==> config.mk <==
export PLATFORM = sky130hd
export DESIGN_NAME = adc_sample_conditioner
export DESIGN_NICKNAME = d
export VERILOG_FILES = /design/src/rtl/adc_sample_conditioner.sv
export SDC_FILE = /design/constraint.sdc
export NUM_CORES = 1
export LEC_CHECK = 0
export ABC_AREA = 0
export ABC_CLOCK_PERIOD_IN_PS = 11600
export CORE_MARGIN = 2
export CORE_UTILIZATION = 25
export CTS_CLUSTER_DIAMETER = 120
export DETAILED_ROUTE_END_ITERATION = 12
export MAX_ROUTING_LAYER = met4
export PLACE_DENSITY_LB_ADDON = 0.3
export SETUP_SLACK_MARGIN = 0.1
export SLEW_MARGIN = 20
export SYNTH_ARGS = -nofsm -noshare
export SYNTH_HDL_FRONTEND = slang
export SYNTH_SLANG_ARGS = --single-unit
==> constraint.sdc <==
create_clock -name clk -period 11.6 [get_ports clk]
set_clock_uncertainty 0.2 [all_clocks]
set_input_delay 2.32 -clock clk [delete_from_list [all_inputs] [get_ports clk]]
set_output_delay 2.32 -clock clk [all_outputs]
set_load 0.01 [all_outputs]
==> src/rtl/adc_sample_conditioner.sv <==
// ADC sample conditioner: offset-binary capture, leaky-integrator DC removal, gain with
// saturation, and a four-deep valid/ready output pipeline that stalls as one unit.
module adc_sample_conditioner #(
  parameter int unsigned in_res     = 12,
  parameter int unsigned out_res    = 16,
  parameter int unsigned dc_shift   = 10,
  parameter int unsigned gain_shift = 4,
  parameter int unsigned drop_w     = 8
) (
  input  logic               clk,
  input  logic               rst,
  input  logic               adc_valid,
  input  logic [in_res-1:0]  adc_sample,
  input  logic               dc_en,
  output logic [out_res-1:0] out_sample,
  output logic               out_valid,
  input  logic               out_ready,
  output logic               sat_flag,
  output logic [drop_w-1:0]  drop_cnt
);

  localparam int unsigned AccW = in_res + dc_shift + 1;
  localparam int unsigned YW   = in_res + 1;
  localparam int unsigned ZW   = in_res + 1 + gain_shift;

  localparam logic signed [ZW-1:0] ZMax = ZW'((2 ** (out_res - 1)) - 1);
  localparam logic signed [ZW-1:0] ZMin = -ZMax - ZW'(1);
  localparam logic [out_res-1:0] OutMax = {1'b0, {(out_res - 1){1'b1}}};
  localparam logic [out_res-1:0] OutMin = {1'b1, {(out_res - 1){1'b0}}};

  logic                      s0_v_q, s1_v_q, s2_v_q, out_v_q;
  logic signed [in_res-1:0]  s0_x_q;
  logic signed [YW-1:0]      s1_y_q;
  logic [out_res-1:0]        s2_data_q, out_sample_q;
  logic signed [AccW-1:0]    acc_q;
  logic                      sat_q;
  logic [drop_w-1:0]         drop_q;

  logic                      en;
  logic signed [in_res-1:0]  x_d;
  logic signed [AccW-1:0]    dc_full;
  logic signed [YW-1:0]      y_d;
  logic signed [AccW-1:0]    acc_d;
  logic signed [ZW-1:0]      z;
  logic [out_res-1:0]        s2_data_d;
  logic                      clamp;

  always_comb begin
    en      = !out_v_q || out_ready;
    // Offset binary to two's complement is just an MSB flip.
    x_d     = {~adc_sample[in_res-1], adc_sample[in_res-2:0]};
    dc_full = acc_q >>> dc_shift;
    y_d     = YW'(s0_x_q);
    if (dc_en) y_d = YW'(s0_x_q) - dc_full[YW-1:0];
    acc_d   = acc_q + AccW'(y_d);

    z         = ZW'(s1_y_q) <<< gain_shift;
    clamp     = 1'b0;
    s2_data_d = z[out_res-1:0];
    if (z > ZMax) begin
      s2_data_d = OutMax;
      clamp     = 1'b1;
    end else if (z < ZMin) begin
      s2_data_d = OutMin;
      clamp     = 1'b1;
    end
  end

  always_ff @(posedge clk) begin
    if (rst) begin
      s0_v_q       <= 1'b0;
      s1_v_q       <= 1'b0;
      s2_v_q       <= 1'b0;
      out_v_q      <= 1'b0;
      s0_x_q       <= '0;
      s1_y_q       <= '0;
      s2_data_q    <= '0;
      out_sample_q <= '0;
      acc_q        <= '0;
      sat_q        <= 1'b0;
      drop_q       <= '0;
    end else if (en) begin
      s0_v_q <= adc_valid;
      if (adc_valid) s0_x_q <= x_d;
      s1_v_q <= s0_v_q;
      s1_y_q <= y_d;
      if (s0_v_q && dc_en) acc_q <= acc_d;
      s2_v_q    <= s1_v_q;
      s2_data_q <= s2_data_d;
      if (s1_v_q && clamp) sat_q <= 1'b1;
      out_v_q      <= s2_v_q;
      out_sample_q <= s2_data_q;
    end else if (adc_valid && (drop_q != '1)) begin
      drop_q <= drop_q + drop_w'(1);
    end
  end

  assign out_sample = out_sample_q;
  assign out_valid  = out_v_q;
  assign sat_flag   = sat_q;
  assign drop_cnt   = drop_q;

endmodule

==> metrics.yaml, run 1 <==
initial_utilization: 0.2566
cp.required_ps: 11600
synth_edf_count: 0
crit_path_end_kind: "flop"
diodes: 0
critical_path_class: "in2reg"
finalSetupTns_ps: 0
slew_headroom: 0.3175
wl_per_cell_um: 13.32
startpoint_type: "input port"
cts_setup_buffers: 0
layout-drive-gt1-share: 0.05564
synth_nets: 698
grt_overflow: 0
hold_viol: 0
dp.cells: 914
grt_usage: 0.1242
yosys.cell_types.count: 54
critical_path.max_stage_delay_ps: 860
synth_ff_type: "dfxtp_1"
nets: 718
r2r_cells: 18
async_flop_share: 0
fin_crit_sh: 0.5327
rsz0062_at_grt: "no"
peakVddDrop_mv: 0.05563
worstSetupPathDepth: 13
r2r_start: "s0_x_q[0]"
holdBufCountCts: 0
ys_seq_area_frac: 0.3464
synth_top_cell_by_area: "dfxtp_1"
cts_tree: "yes"
powerDensity_mw_per_mm2: 143.8
dieWidth_um: 145.8
clock_path_buffers: 2
fmax_ghz: 0.1618
ctsResizeCount: 0
cp.buffers_inverters: 2
synth_cells: 640
io_buffers: 42
setup_viol: 0
hold_class: "reg2reg"
syn_avg_cell_area_um2: 7.855
gp_congestion: 0.8672
hold_start: "out_sample[9]"
root_buffer: "clkbuf_16"
ys_top_cells_by_area: "dfxtp_1 35%, ha_1 9.7%, nand2_1 8.5%, a21oi_1 8.1%, nor2_1 3.4%"
dp.final_hpwl_um: 8812
grt_pass1_vias: 4013
placement.cell_area_mm2: 0.005654
arrival_ps: 6180
reg2reg_slack_ps: 6680
clk_pin_slew_worst_paths_ps: 70
firstDrtPassIters: 4
route.detailed.drc: 0
maxCapViolations: 0
critPathTopFamily: "buffers and inverters"
clk_latency_ps: 350
cts.sinks: 87
leakage_nw: 2.343
worstPathCellList: "clkdlybuf4s50_1 > inv_1 > nor2_1 > xor2_1 > ha_1 > and3_1 > nand2_1 > a211o_1 > a31oi_1 > o221ai_2 > xnor2_1 > a21o_1 > a21oi_2"
ant_nets: 0
hold_path_end: "out_sample[9]"
grt_max_degree: 89
status: "complete, no violations"
synth_top_area_frac: 0.3464
fp.dieArea_mm2: 0.02126
via_count: 4300
routed_wl_um: 12390
drt_iter0_drc: 242
synth-seq-cells: 87
grt_pass1_wl_um: 20980
worstHoldPathCells: 2
period_needed_ps: 6179
drv_slew: 0
synth_area_mm2: 0.005027
io_pins: 43
synth_commonest_cells: "114 x nand2_1, 87 x dfxtp_1, 81 x a21oi_1, 45 x nor2_1, 39 x ha_1"
tightestPinTransition_ps: 1020
die_h_um: 145.8
yosys_warnings: 0
h-tree-depth: 3
yosysMostFrequentCell: "nand2_1"
core_area_mm2: 0.01959
antenna_found_initial: 0
worstPathMaxFanout: 18
slowest_stage: "clkdlybuf4s50_1"
row_count: 51
viasPerCell: 4.624
fin_area_mm2: 0.005949
whs_ps: 248.0
r2r-end: "acc_q[22]"
cts_buffers: 9
syn2layout_area_growth_pct: 18.34
fillCellCount: 2129
finalNonFillerCells: 930
-- worst max path at each step --
| stage | from | endpoint | slack, ps |
|---|---|---|---|
| floorplan | dc_en | acc_q[20] | 6120 |
| global placement | dc_en | acc_q[22] | 5120 |
| detailed placement | dc_en | acc_q[22] | 5040 |
| CTS | dc_en | acc_q[22] | 5410 |
| global route | dc_en | acc_q[19] | 5070 |
| finish | dc_en | acc_q[22] | 5420 |
-- layout make-up --
cell class              count  area, um^2  share of cell area
clock inverters             7       70.07             0.01178
repair buffers             46       445.4             0.07487
clock buffers               9       225.2             0.03785
well taps                 265       331.6             0.05573
flip-flops and latches     87        1742              0.2927
inverters                  34       127.6             0.02145
multi-input cells         482        3008              0.5056
-- flip-flops by register name (all words and copies together), names as in the netlist --
| register | flops |
|---|---|
| s1_y_q | 13 |
| acc_q | 23 |
| s1_v_q | 1 |
| s2_v_q | 1 |
| s0_x_q | 12 |
| s0_v_q | 1 |
| s2_data_q | 13 |
| out_sample | 13 |
| out_valid | 1 |
| drop_cnt | 8 |
| sat_flag | 1 |
-- logic make-up after synthesis --
| family | Yosys count | synth area share |
|---|---|---|
| mux | 9 | 0.01966 |
| fa+ha+maj | 41 | 0.1050 |
| compound gates | 194 | 0.2404 |
| buf+inv | 71 | 0.05575 |
| simple gates | 209 | 0.1822 |
| flops | 87 | 0.3464 |
| xor+xnor | 29 | 0.05052 |
-- worst reg2reg max path: cells and delay by family, from the launching register on --
| kind | cells | cell delay (ps) |
|---|---|---|
| compound gates | 8 | 1910 |
| xor+xnor | 2 | 1020 |
| fa+ha+maj | 3 | 750 |
| buf+inv | 1 | 70 |
| flops | 1 | 350 |
| simple gates | 4 | 460 |
-- report_power, final --
group          switching [W]  internal [W]  total (W)
clock               0.000139      0.000153   0.000292
combinational       0.000129     0.0000986   0.000228
sequential         0.0000149      0.000322   0.000336
-- cells in the final DEF (no fill, tap or decap), types with 8 or more instances in the layout --
cell type	count
a211oi_1	9
a21o_1	18
a21oi_1	81
and3_1	10
clkbuf_16	9
clkdlybuf4s50_1	41
dfxtp_1	87
ha_1	39
inv_1	34
nand2_1	114
nand3_1	8
nor2_1	45
o21a_1	10
o21ai_0	27
o22ai_1	11
xnor2_1	18
xor2_1	11
-- stage by stage --
stage               worst slack [ps]   power, W  utilization
finish                          5421  0.0008557       0.3037
global route                    5074  0.0009104       0.3037
CTS                             5413  0.0008644       0.3037
detailed placement              5045  0.0005703       0.2886
global placement                5122  0.0005702       0.2886
floorplan                       6123  0.0005116            -
-- per-layer routing --
layer  routed length (um)  vias to the layer above  track usage  part of all wire
met5                    0                        -            -                 0
met4                  137                        0      0.03039             0.011
met3                  467                        8      0.02947             0.038
met2                 5295                       66       0.1828              0.43
met1                 6488                     1946       0.1710              0.52
li1                     -                     2280            -                 -
(Power assumes the default switching activity.)
==> inputs of run 2 (changes only) <==
- ABC_CLOCK_PERIOD_IN_PS: 11600 -> 5400
- clock period: 11.6 -> 5.4 ns (I/O delays scaled with it)
==> run 2 against run 1 <==
Net effect: sequential cell count stayed put; power is 110% higher; critical endpoint is now acc_q[17]; combinational power is 120% higher.
==> metrics.yaml, run 2 (same netlist as run 1, synthesis figures left out) <==
fp.dieArea_mm2: 0.02126  # unchanged
final_common_cell: "nand2_1"  # unchanged
grt_pass1_vias: 4094  # was 4,013
routed_wl_um: 12530  # was 12,390 um
cp.required_ps: 5390  # was 11,600 ps
seqCellArea_mm2: 0.001742  # unchanged
critPathTopFamily: "compound AO/OA/AOI/OAI gates"  # was buffers and inverters
fin_crit_sh: 0.8332
diodes: 0  # unchanged
grt_pass1_wl_um: 20830  # was 20,980 um
tightestPinTransition_ps: 937.3  # was 1020 ps
cts_buffers: 9  # unchanged
status: "complete, no violations"  # unchanged
placement.cell_area_mm2: 0.005669  # was 0.005654 mm^2
dieWidth_um: 145.8  # unchanged
fillCellCount: 2127  # was 2,129
cts.sinks: 87  # unchanged
ctsResizeCount: 0  # unchanged
via_count: 4311  # was 4,300
regMostFlops: "acc_q"  # unchanged
drt_iter0_drc: 185  # was 242
worstPathMaxFanout: 7  # was 18
route.detailed.drc: 0  # unchanged
maxCapViolations: 0  # unchanged
cts_tree: "yes"  # unchanged
layout-drive-gt1-share: 0.05847  # was 0.05564
firstDrtPassIters: 4  # unchanged
cts_setup_buffers: 0  # unchanged
ant_nets: 0  # unchanged
slew_headroom: 0.3751  # was 0.3175
finalSetupTns_ps: 0  # unchanged
clock_path_buffers: 2  # unchanged
worstPathCellList: "inv_1 > ha_1 > fa_1 > nor2b_4 > o31a_1 > o21a_1 > a21oi_1 > o21bai_1 > xor2_1 > mux2_2 > ha_1 > a21oi_1 > o21ai_0 > a21oi_1 > o21bai_1 > o31ai_1 > xor2_1 > a21oi_1"  # was clkdlybuf4s50_1 > inv_1 > nor2_1 > xor2_1 > ha_1 > and3_1 > nand2_1 > a211o_1 > a31oi_1 > o221ai_2 > xnor2_1 > a21o_1 > a21oi_2
cp.buffers_inverters: 1  # was 2
crit_path_end_kind: "flop"  # unchanged
io_buffers: 42  # unchanged
fmax_ghz: 0.2222
viasPerCell: 4.626  # was 4.624
final_cell_mix: "114 x nand2_1, 87 x dfxtp_1, 81 x a21oi_1"  # unchanged
total_power_w: 0.001825  # was 0.0008557 W
slowest_stage: "fa_1"  # was clkdlybuf4s50_1
drv_slew: 0  # unchanged
clk_pin_slew_worst_paths_ps: 70  # about the same
root_buffer: "clkbuf_16"  # unchanged
setup_viol: 0  # unchanged
nets: 720  # was 718
startpoint_type: "flop"  # was input port
grt_overflow: 0  # unchanged
gp_congestion: 0.8381  # was 0.8672
grt_max_degree: 59  # was 89
die_h_um: 145.8  # unchanged
dp.final_hpwl_um: 9090  # was 8812 um
row_count: 51  # unchanged
io_pins: 43  # unchanged
hold_viol: 0  # unchanged
crit_top_cell: "a21oi_1"
largest_reg_flops: 23  # unchanged
rsz0062_at_grt: "no"  # unchanged
grt_usage: 0.1244  # was 0.1242
critical_path_class: "reg2reg"  # was in2reg
clk_latency_ps: 350  # about the same
powerDensity_mw_per_mm2: 306.5  # was 143.8 mW/mm^2
leakage_nw: 2.348  # was 2.343 nW
h-tree-depth: 3  # unchanged
initial_utilization: 0.2566  # unchanged
syn2layout_area_growth_pct: 18.42  # was 18.34%
holdBufCountCts: 0  # unchanged
core_area_mm2: 0.01959  # unchanged
arrival_ps: 4490  # was 6180 ps
multi_input_area_mm2: 0.003008  # unchanged
wl_per_cell_um: 13.44  # was 13.32 um
fin_area_mm2: 0.005953  # was 0.005949 mm^2
hold_class: "reg2reg"  # unchanged
peakVddDrop_mv: 0.1155  # was 0.05563 mV
period_needed_ps: 4500
critical_path.max_stage_delay_ps: 440  # was 860 ps
antenna_found_initial: 0  # unchanged
==> run 2: path summary, 6_finish.rpt <==
check                 start        endpoint  slack [ps]  depth (start not counted)
max               s0_x_q[0]       acc_q[17]         900                         18
min          out_sample[15]  out_sample[15]         250                          2
max reg2reg       s0_x_q[0]       acc_q[17]         900                         18
min reg2reg  out_sample[15]  out_sample[15]         250                          2
==> run 2: worst min-delay path, cell delays in order (launching register included) <==
cell     delay, ps
dfxtp_1        310
nand2_1         50
a21oi_1         50
==> run 2: layout make-up <==
| type | instances | share of cell area |
|---|---|---|
| multi-input combinational | 482 | 0.5053 |
| sequential | 87 | 0.2926 |
| timing repair buffer | 48 | 0.07734 |
| tap | 265 | 0.05570 |
| clock buffer | 9 | 0.03783 |
| inverter | 34 | 0.02144 |
| clock inverter | 7 | 0.009878 |
==> run 2: per-stage QoR <==
step | worst slack (ps) | utilization | cells | hold WS (ps)
finish | 900.5 | 0.3039 | 932 | 249.3
CTS | 883.1 | 0.3039 | 932 | 252.7
global route | 563.3 | 0.3039 | 932 | 278.4
global placement | 710.2 | 0.2894 | 916 | 241.7
floorplan | 1163 | - | 640 | 231.9
detailed placement | 698.8 | 0.2894 | 916 | 243.8
==> run 2: routing by layer <==
metal	part of all wire	vias up	GRT usage	routed length (um)
met5	0	-	-	0
met4	0.017	0	0.04510	208
met3	0.035	15	0.02633	444
met2	0.43	71	0.1802	5348
met1	0.52	1954	0.1698	6528
li1	-	2271	-	-
==> run 2: power breakdown <==
part | leakage (nW) | internal, W | switching (W)
combinational | 1.50 | 0.000215 | 0.000278
sequential | 0.711 | 0.000691 | 0.0000314
clock | 0.139 | 0.000321 | 0.000289
total | 2.35 | 0.00123 | 0.000598
